===== src/rtl/key_debounce_ctrl.sv =====
// key_debounce_ctrl: two-key synchroniser/debouncer feeding the servo PWM up/down inputs.
// Each key has a 2-flop synchroniser and a four-state debounce FSM with its own counter.
// The level and strobe registers update on the same edge as the FSM transition that accepts a change.
module key_debounce_ctrl #(
  parameter int unsigned DEBOUNCE_CYCLES = 2_000_000,
  parameter logic        KEY_ACTIVE      = 1'b0,
  parameter int unsigned CNT_W           = 32
) (
  input  logic sclk,
  input  logic rst,
  input  logic key1_raw,
  input  logic key2_raw,
  output logic key1,
  output logic key2,
  output logic key1_press,
  output logic key2_press,
  output logic key_release
);

  localparam int unsigned NUM_KEYS = 2;
  localparam logic [CNT_W-1:0] CNT_LAST = CNT_W'(DEBOUNCE_CYCLES - 1);

  typedef enum logic [1:0] {
    ST_IDLE,
    ST_PRESS_WAIT,
    ST_HELD,
    ST_RELEASE_WAIT
  } state_e;

  logic [NUM_KEYS-1:0] raw;
  logic [NUM_KEYS-1:0] lvl;
  logic [NUM_KEYS-1:0] press;
  logic [NUM_KEYS-1:0] rel;

  assign raw = {key2_raw, key1_raw};

  for (genvar g = 0; g < NUM_KEYS; g++) begin : g_key
    logic [1:0]       sync_q;
    logic             pressed;
    state_e           state_q;
    logic [CNT_W-1:0] cnt_q;
    logic             lvl_q;
    logic             press_q;
    logic             rel_q;

    // Two-flop synchroniser; reset loads the inactive pin level
    always_ff @(posedge sclk) begin
      if (rst) begin
        sync_q <= {2{~KEY_ACTIVE}};
      end else begin
        sync_q <= {sync_q[0], raw[g]};
      end
    end

    assign pressed = (sync_q[1] == KEY_ACTIVE);

    // Debounce FSM: a change is accepted only after DEBOUNCE_CYCLES stable samples
    always_ff @(posedge sclk) begin
      if (rst) begin
        state_q <= ST_IDLE;
        cnt_q   <= '0;
        lvl_q   <= 1'b0;
        press_q <= 1'b0;
        rel_q   <= 1'b0;
      end else begin
        press_q <= 1'b0;
        rel_q   <= 1'b0;
        case (state_q)
          ST_IDLE: begin
            if (pressed) begin
              state_q <= ST_PRESS_WAIT;
              cnt_q   <= '0;
            end
          end
          ST_PRESS_WAIT: begin
            if (!pressed) begin
              state_q <= ST_IDLE;
              cnt_q   <= '0;
            end else if (cnt_q == CNT_LAST) begin
              state_q <= ST_HELD;
              cnt_q   <= '0;
              lvl_q   <= 1'b1;
              press_q <= 1'b1;
            end else begin
              cnt_q <= cnt_q + CNT_W'(1);
            end
          end
          ST_HELD: begin
            if (!pressed) begin
              state_q <= ST_RELEASE_WAIT;
              cnt_q   <= '0;
            end
          end
          ST_RELEASE_WAIT: begin
            if (pressed) begin
              state_q <= ST_HELD;
              cnt_q   <= '0;
            end else if (cnt_q == CNT_LAST) begin
              state_q <= ST_IDLE;
              cnt_q   <= '0;
              lvl_q   <= 1'b0;
              rel_q   <= 1'b1;
            end else begin
              cnt_q <= cnt_q + CNT_W'(1);
            end
          end
          default: begin
            state_q <= ST_IDLE;
            cnt_q   <= '0;
            lvl_q   <= 1'b0;
          end
        endcase
      end
    end

    assign lvl[g]   = lvl_q;
    assign press[g] = press_q;
    assign rel[g]   = rel_q;
  end

  // Interlock: holding both keys freezes the PWM width; strobes are not interlocked
  assign key1        = lvl[0] & ~lvl[1];
  assign key2        = lvl[1] & ~lvl[0];
  assign key1_press  = press[0];
  assign key2_press  = press[1];
  assign key_release = |rel;

endmodule

===== config.mk =====
export PLATFORM = sky130hd
export DESIGN_NAME = key_debounce_ctrl
export DESIGN_NICKNAME = d
export VERILOG_FILES = /design/src/rtl/key_debounce_ctrl.sv
export SDC_FILE = /design/constraint.sdc
export NUM_CORES = 1
export LEC_CHECK = 0
export ABC_CLOCK_PERIOD_IN_PS = 3250
export BUFFER_PORTS_ARGS = -buffer_cell sky130_fd_sc_hd__buf_2
export CORE_ASPECT_RATIO = 1.75
export CORE_UTILIZATION = 50
export DETAILED_ROUTE_END_ITERATION = 16
export HOLD_SLACK_MARGIN = 0.08
export PLACE_DENSITY_LB_ADDON = 0.1
export SLEW_MARGIN = 20
export SYNTH_ARGS = -nofsm -noshare
export SYNTH_HDL_FRONTEND = slang
export SYNTH_SLANG_ARGS = --single-unit

===== constraint.sdc =====
create_clock -name sclk -period 3.25 [get_ports sclk]
set_clock_uncertainty 0.2 [all_clocks]
set_input_delay 0.65 -clock sclk [delete_from_list [all_inputs] [get_ports sclk]]
set_output_delay 0.65 -clock sclk [all_outputs]
set_load 0.05 [all_outputs]

======== After elaboration in Yosys (flattened, before gate mapping) ========
Cells that the tools add are included.
cells by class
  add/sub/neg operators ................... 2
  equality and inequality tests ........... 24
  muxes and demuxes ....................... 38
  bitwise logic cells ..................... 10
  reduce and logical (&&, ||, !) cells .... 15
operators by type and width
  kind                                                               count
  32-bit two-way mux                                                 10
  32-bit case mux with 4 select lines                                2
  32-bit by 1-bit adder with 32-bit output, second input constant    2
  32-bit by 21-bit == test with 1-bit output, second input constant  2
  2-bit two-way mux                                                  12
  2-bit != test, second input constant                               12
  2-bit case mux with 4 select lines                                 2
  3-bit != test, second input constant                               4
  3-bit OR reduction                                                 4
  1-bit two-way mux                                                  10
  5-bit AND reduction                                                2
  2-bit == test, second input constant                               4
  1-bit inverter                                                     8
  4-bit AND reduction                                                2
  2-bit by 1-bit == test with 1-bit output, second input constant    2
  2-bit logical NOT                                                  2
  1-bit case mux with 2 select lines                                 2
  2-bit AND reduction                                                2
  2-bit nonzero test                                                 2
  1-bit bitwise AND                                                  2
  2-bit OR reduction                                                 1
word-level totals
  flip-flop bits (word level) ............. 78
  word-level logic and storage cells ...... 101

======== Depth between registers and ports, before layout ========
  depth in word-level cells ............... 4
  mapped depth ............................ 9
  depth with buffers taken out ............ 7

======== Least setup slack after synthesis ========
OpenSTA, ideal clock, no wires.
  kind .................................... reg-to-reg
  from .................................... reg g_key[1].cnt_q[0]
  to ...................................... reg g_key[1].cnt_q[14]
  library setup time ...................... 0.117 ns
  arrival ................................. 2.165 ns
  path slack .............................. 0.768 ns
  stages on the path, launching flop included .. 10
  period minus slack after synthesis ...... 2.482 ns
  path through ............................ dfxtp_1 -> ha_1 -> and4_1 -> nand3_1 -> o41ai_2 -> or2_2 -> buf_2 -> buf_2 -> o21ai_0 -> a22o_1
between the ends
  word-level cells in the longest chain between the ends .. 4
  elaborated cells on any way between the ends .. 6
  those cells by class .................... add/sub: 1; eq/ne: 1; mux: 4
ends and longest elaborated chain
  what                                                                                                    line    RTL
  from (decl)                                                                                             41      logic [CNT_W-1:0] cnt_q;
  from (signal assigned)                                                                                  85      cnt_q <= cnt_q + CNT_W'(1);
  from (signal assigned)                                                                                  104     cnt_q <= cnt_q + CNT_W'(1);
  32-bit by 1-bit adder with 32-bit output or 32-bit by 21-bit == test with 1-bit output (tied branches)  n/a
  32-bit two-way mux *                                                                                    79, 98
  32-bit two-way mux (on tied branches)                                                                   95, 76
  32-bit case mux with 4 select lines *                                                                   68      case (state_q)
Every way passes the cells marked *; elsewhere a longest branch is shown, timed or not.
A chain may end at the register's enable or synchronous reset.

======== Final worst setup path ========
  from .................................... reg g_key[1].cnt_q[0]
  to ...................................... reg g_key[1].cnt_q[16]
The elaborated chain is that of the path after synthesis.

==> flow_summary.html <==
<table>
<tr><th>Metric</th><th>Value</th></tr>
<tr><th colspan="2">Status</th></tr>
<tr><td>Outcome</td><td>completed</td></tr>
<tr><th colspan="2">Placed design</th></tr>
<tr><td>Port Buffers</td><td>8</td></tr>
<tr><td>Half-perimeter wire length after placement</td><td>7.176 mm</td></tr>
<tr><td>Number of placed instances, taps included</td><td>slightly below 600</td></tr>
<tr><td>Global placer's final weighted congestion</td><td>0.9581</td></tr>
<tr><th colspan="2">Worst setup path</th></tr>
<tr><td>Worst Setup Path Type</td><td>flop to flop</td></tr>
<tr><td>Arrival time of data at the critical path endpoint</td><td>2.75 ns</td></tr>
<tr><td>Sum of buffers and inverters on the critical path</td><td>2</td></tr>
<tr><td>Family with the most delay on the worst path</td><td>simple AND/OR/NAND/NOR gates</td></tr>
<tr><td>Largest stage delay on the critical path</td><td>0.61 ns</td></tr>
<tr><td>Startpoint Class</td><td>flop</td></tr>
<tr><td>Cells along the critical path</td><td>ha_1 -&gt; and4_1 -&gt; nand3_1 -&gt; o41ai_2 -&gt; buf_4 -&gt; nor2_2 -&gt; buf_4 -&gt; a41oi_1 -&gt; a31oi_1</td></tr>
<tr><td>Critical path fanouts, max</td><td>22</td></tr>
<tr><td>Highest-delay cell along the critical path</td><td>sky130_fd_sc_hd__nor2_2</td></tr>
<tr><td>Dominant cell type by count on the critical path</td><td>sky130_fd_sc_hd__buf_4</td></tr>
<tr><td>Type of destination of the critical path</td><td>flop</td></tr>
<tr><td>Worst EP required</td><td>3.32 ns</td></tr>
<tr><th colspan="2">Synthesis</th></tr>
<tr><td>Sequential cell area fraction in the yosys report</td><td>0.3934</td></tr>
<tr><td>Top FF cell, synth</td><td>sky130_fd_sc_hd__dfxtp_1</td></tr>
<tr><td>Count of warnings emitted by yosys</td><td>0</td></tr>
<tr><td>Synth Area per Inst</td><td>7.797 um2</td></tr>
<tr><td>Largest area contributor in the synthesized netlist</td><td>sky130_fd_sc_hd__dfxtp_1</td></tr>
<tr><td>Post-Syn Nets</td><td>about 500</td></tr>
<tr><td>Library cell with the highest instance count after synthesis</td><td>sky130_fd_sc_hd__dfxtp_1</td></tr>
<tr><td>Count of flip-flops with a built-in enable after synthesis</td><td>0</td></tr>
<tr><td>Most numerous cell types in the synthesized netlist</td><td>sky130_fd_sc_hd__dfxtp_1, sky130_fd_sc_hd__nand2_1, sky130_fd_sc_hd__a21oi_1</td></tr>
<tr><td>Register bit count reported by yosys</td><td>78</td></tr>
<tr><td>Post-synth top area share</td><td>0.3934</td></tr>
<tr><td>Synth cell types</td><td>56</td></tr>
<tr><td>Largest cells by area after synthesis</td><td>sky130_fd_sc_hd__dfxtp_1, sky130_fd_sc_hd__a21oi_1, sky130_fd_sc_hd__nand2_1</td></tr>
<tr><td>Post-synth ARST share</td><td>0</td></tr>
<tr><td>Summed instance area of the synthesized netlist</td><td>just under 0.004 mm2</td></tr>
<tr><td>Post-Syn Instances</td><td>509</td></tr>
<tr><th colspan="2">Route</th></tr>
<tr><td>First-pass iteration count of the detailed router</td><td>4</td></tr>
<tr><td>Count of antenna-violating nets left after detailed routing</td><td>0</td></tr>
<tr><td>Wirelength, routed</td><td>9.976 mm</td></tr>
<tr><td>Via count</td><td>3784</td></tr>
<tr><td>Wire length per cell</td><td>around 17 um</td></tr>
<tr><td>Iter 0 DRT Violations</td><td>186</td></tr>
<tr><td>Post-route DRC</td><td>0</td></tr>
<tr><td>Number of vias per cell after detailed routing</td><td>6.275</td></tr>
<tr><th colspan="2">Job</th></tr>
<tr><td>Max capacitance violation total</td><td>0</td></tr>
<tr><th colspan="2">Die</th></tr>
<tr><td>Starting utilization of the core area</td><td>0.5209</td></tr>
<tr><td>Standard cell core area</td><td>0.007620 mm2</td></tr>
<tr><td>Horizontal die dimension</td><td>69.35 um</td></tr>
<tr><td>Die extent in y</td><td>roughly 120 um</td></tr>
<tr><td>Number of placement rows</td><td>42</td></tr>
<tr><td>IO Pins</td><td>9</td></tr>
<tr><td>Die ar.</td><td>0.008312 mm2</td></tr>
<tr><th colspan="2">CTS</th></tr>
<tr><td>Number of gates resized after cts</td><td>0</td></tr>
<tr><td>CTS root buffer</td><td>sky130_fd_sc_hd__clkbuf_16</td></tr>
<tr><td>Clock buffers created by TritonCTS</td><td>9</td></tr>
<tr><td>Skew-Pair Late Insertion Delay</td><td>0.34 ns</td></tr>
<tr><td>Clock transition at path regs</td><td>0.06 ns</td></tr>
<tr><td>Post-CTS setup repair buffer count</td><td>0</td></tr>
<tr><td>Longest Clk Path Bufs</td><td>2</td></tr>
<tr><td>Total number of clock tree sinks</td><td>78</td></tr>
<tr><td>H-Tree Level Count</td><td>3</td></tr>
<tr><td>Total of hold buffers inserted after clock tree synthesis</td><td>0</td></tr>
<tr><td>CTS tree</td><td>built</td></tr>
<tr><th colspan="2">STA</th></tr>
<tr><td>Setup Total Neg Slack</td><td>0 ns</td></tr>
<tr><td>Setup repair after global routing missed its margin</td><td>false</td></tr>
<tr><td>Number of max-slew violations in the final report</td><td>0</td></tr>
<tr><td>Number of setup violations in the final report</td><td>0</td></tr>
<tr><td>Tightest slew margin relative to the limit</td><td>0.4648</td></tr>
<tr><td>Final Critical Period</td><td>between 2 and 3 ns</td></tr>
<tr><td>Highest Clock Rate</td><td>0.3731 GHz</td></tr>
<tr><td>Post-route clock period utilization</td><td>0.8246</td></tr>
<tr><td>Count of final hold-check violations</td><td>0</td></tr>
<tr><td>Measured slew at the worst slew-check pin</td><td>0.7954 ns</td></tr>
<tr><th colspan="2">Pwr</th></tr>
<tr><td>Maximum resistive drop on vdd</td><td>0.5147 mV</td></tr>
<tr><td>Power share of the sequential group</td><td>0.467</td></tr>
<tr><td>Switching component of the power</td><td>0.0004848 W</td></tr>
<tr><td>Gate power share</td><td>0.051</td></tr>
<tr><td>Power density cells</td><td>~480 mW/mm2</td></tr>
<tr><td>Leakage power</td><td>around 1.5 nW</td></tr>
<tr><td>Sw frac</td><td>0.2309</td></tr>
<tr><td>Clock share of power</td><td>0.482</td></tr>
<tr><td>Internal power consumption</td><td>between 0.0015 and 0.002 W</td></tr>
<tr><th colspan="2">Hold path</th></tr>
<tr><td>Hold Path Class</td><td>flop to flop</td></tr>
<tr><th colspan="2">GRT</th></tr>
<tr><td>Pin count of the biggest net entering global routing</td><td>39</td></tr>
<tr><td>Number of antenna violations at the first check in global routing</td><td>0</td></tr>
<tr><td>Aggregate global routing overflow</td><td>0</td></tr>
<tr><td>First-pass GRT wire length</td><td>between 15 and 20 mm</td></tr>
<tr><td>GRT Resource Usage Total</td><td>0.2546</td></tr>
<tr><td>Via count of the first global-routing pass</td><td>about 3500</td></tr>
<tr><th colspan="2">Final layout</th></tr>
<tr><td>Final cell count without fillers</td><td>603</td></tr>
<tr><td>Layout cell share with drive strength beyond 1</td><td>0.1049</td></tr>
<tr><td>Final layout net count</td><td>516</td></tr>
<tr><td>Diode insertion count for antenna repair</td><td>0</td></tr>
<tr><td>Filler cell count</td><td>735</td></tr>
<tr><td>Combined flip-flop and latch cell area</td><td>0.001562 mm2</td></tr>
<tr><td>Area grow syn2layout</td><td>10.59%</td></tr>
<tr><td>Multi-input gate area</td><td>0.002235 mm2</td></tr>
</table>
==> final cells by class <==
cell class | count | share of cell area
repair buffers | 19 | 0.02794
flip-flops and latches | 78 | 0.3558
well taps | 88 | 0.02509
multi-input cells | 386 | 0.5091
clock buffers | 10 | 0.05445
clock inverters | 6 | 0.01397
inverters | 16 | 0.01368
==> path summary, 6_finish.rpt <==
check	depth (start not counted)	end	startpoint	slack, ns
worst min register to register	1	g_key[1].sync_q[1]$_SDFF_PP1_	g_key[1].sync_q[0]$_SDFF_PP1_	0.21
worst max register to register	9	g_key[1].cnt_q[16]$_SDFFE_PP0P_	g_key[1].cnt_q[0]$_SDFFE_PP0P_	0.57
worst min-delay path	1	g_key[1].sync_q[1]$_SDFF_PP1_	g_key[1].sync_q[0]$_SDFF_PP1_	0.21
worst max-delay path	9	g_key[1].cnt_q[16]$_SDFFE_PP0P_	g_key[1].cnt_q[0]$_SDFFE_PP0P_	0.57
==> sequential cells by signal (all words and copies together), names as in the netlist, named ones only <==
signal	cells
g_key.lvl_q	2
key1_press	1
g_key.rel_q	2
g_key.state_q	2
g_key.cnt_q	64
g_key.sync_q	4
key2_press	1
==> placed cells by master, fill, tap and decap left out, types with 2 or more instances in the layout <==
cell	Yosys	final
sky130_fd_sc_hd__a41oi_1	3	3
sky130_fd_sc_hd__ha_1	2	2
sky130_fd_sc_hd__buf_2	4	8
sky130_fd_sc_hd__xnor2_1	3	3
sky130_fd_sc_hd__and4_1	7	7
sky130_fd_sc_hd__xor2_1	7	7
sky130_fd_sc_hd__nor3b_1	3	3
sky130_fd_sc_hd__nand4_1	12	12
sky130_fd_sc_hd__a211oi_1	2	2
sky130_fd_sc_hd__o211ai_1	2	2
sky130_fd_sc_hd__nor4_1	15	15
sky130_fd_sc_hd__nor2b_1	2	2
sky130_fd_sc_hd__inv_1	16	16
sky130_fd_sc_hd__or2_2	8	8
sky130_fd_sc_hd__or4_1	2	2
sky130_fd_sc_hd__nand2_1	52	52
sky130_fd_sc_hd__a21o_1	4	4
sky130_fd_sc_hd__a21oi_1	39	39
sky130_fd_sc_hd__o21ai_0	32	32
sky130_fd_sc_hd__nor3_1	16	16
sky130_fd_sc_hd__and2_1	3	3
sky130_fd_sc_hd__clkbuf_16	0	9
sky130_fd_sc_hd__a31oi_1	29	29
sky130_fd_sc_hd__a22oi_1	2	2
sky130_fd_sc_hd__a31o_2	2	2
sky130_fd_sc_hd__clkinv_2	0	3
sky130_fd_sc_hd__dfxtp_1	78	78
sky130_fd_sc_hd__or3_1	25	25
sky130_fd_sc_hd__nor4b_1	5	5
sky130_fd_sc_hd__o31ai_1	2	2
sky130_fd_sc_hd__a221o_1	2	2
sky130_fd_sc_hd__and3_1	12	12
sky130_fd_sc_hd__nand3_1	34	34
sky130_fd_sc_hd__a311oi_1	2	2
sky130_fd_sc_hd__buf_4	0	11
sky130_fd_sc_hd__nor2_1	35	34
sky130_fd_sc_hd__nand2b_1	3	3
==> cell families (layout without fill, tap and decap cells) <==
| kind of cell | Yosys count | after routing | share of synthesized area |
|---|---|---|---|
| AO/OA/AOI/OAI | 129 | 129 | 0.1986 |
| XOR/XNOR | 10 | 10 | 0.02207 |
| adder cells (fa/ha/maj) | 2 | 2 | 0.006304 |
| buffers and inverters | 45 | 51 | 0.04413 |
| flip-flops | 78 | 78 | 0.3934 |
| multiplexers | 2 | 2 | 0.005359 |
| AND/OR/NAND/NOR | 243 | 243 | 0.3301 |
==> worst reg2reg max path, stage by stage (launching register included) <==
cell and delay, ns:
sky130_fd_sc_hd__dfxtp_1 0.34, sky130_fd_sc_hd__ha_1 0.25, sky130_fd_sc_hd__and4_1 0.25, sky130_fd_sc_hd__nand3_1 0.12
sky130_fd_sc_hd__o41ai_2 0.09, sky130_fd_sc_hd__buf_4 0.16, sky130_fd_sc_hd__nor2_2 0.61, sky130_fd_sc_hd__buf_4 0.31
sky130_fd_sc_hd__a41oi_1 0.13, sky130_fd_sc_hd__a31oi_1 0.15
==> power groups by stage <==
stage               Sequential, W  Clock, W  Combinational (W)
floorplan                0.000995         0          0.0000806
global placement          0.00100         0           0.000105
detailed placement        0.00100         0           0.000107
CTS                      0.000980   0.00103           0.000108
global route             0.000982   0.00107           0.000118
finish                   0.000980   0.00101           0.000107
==> stage by stage <==
step | setup WS, ns | power (W) | hold WS (ns) | utilization | area, um2
floorplan | 0.7678 | 0.001076 | 0.1895 | - | 3969
global placement | 0.6427 | 0.001107 | 0.1933 | 0.5366 | 4089
detailed placement | 0.5879 | 0.001109 | 0.1941 | 0.5366 | 4089
CTS | 0.5719 | 0.002119 | 0.2081 | 0.5760 | 4389
global route | 0.3287 | 0.002166 | 0.2263 | 0.5760 | 4389
finish | 0.5699 | 0.002099 | 0.2066 | 0.5760 | 4389
==> metal layers <==
metal / track usage / share of wire / up-vias
met5: 0 / 0 / -
met4: 0.1429 / 0.042 / 0
met3: 0.04114 / 0.030 / 30
met2: 0.4721 / 0.54 / 78
met1: 0.2665 / 0.39 / 1780
li1: - / - / 1896
(Power assumes the default switching activity.)
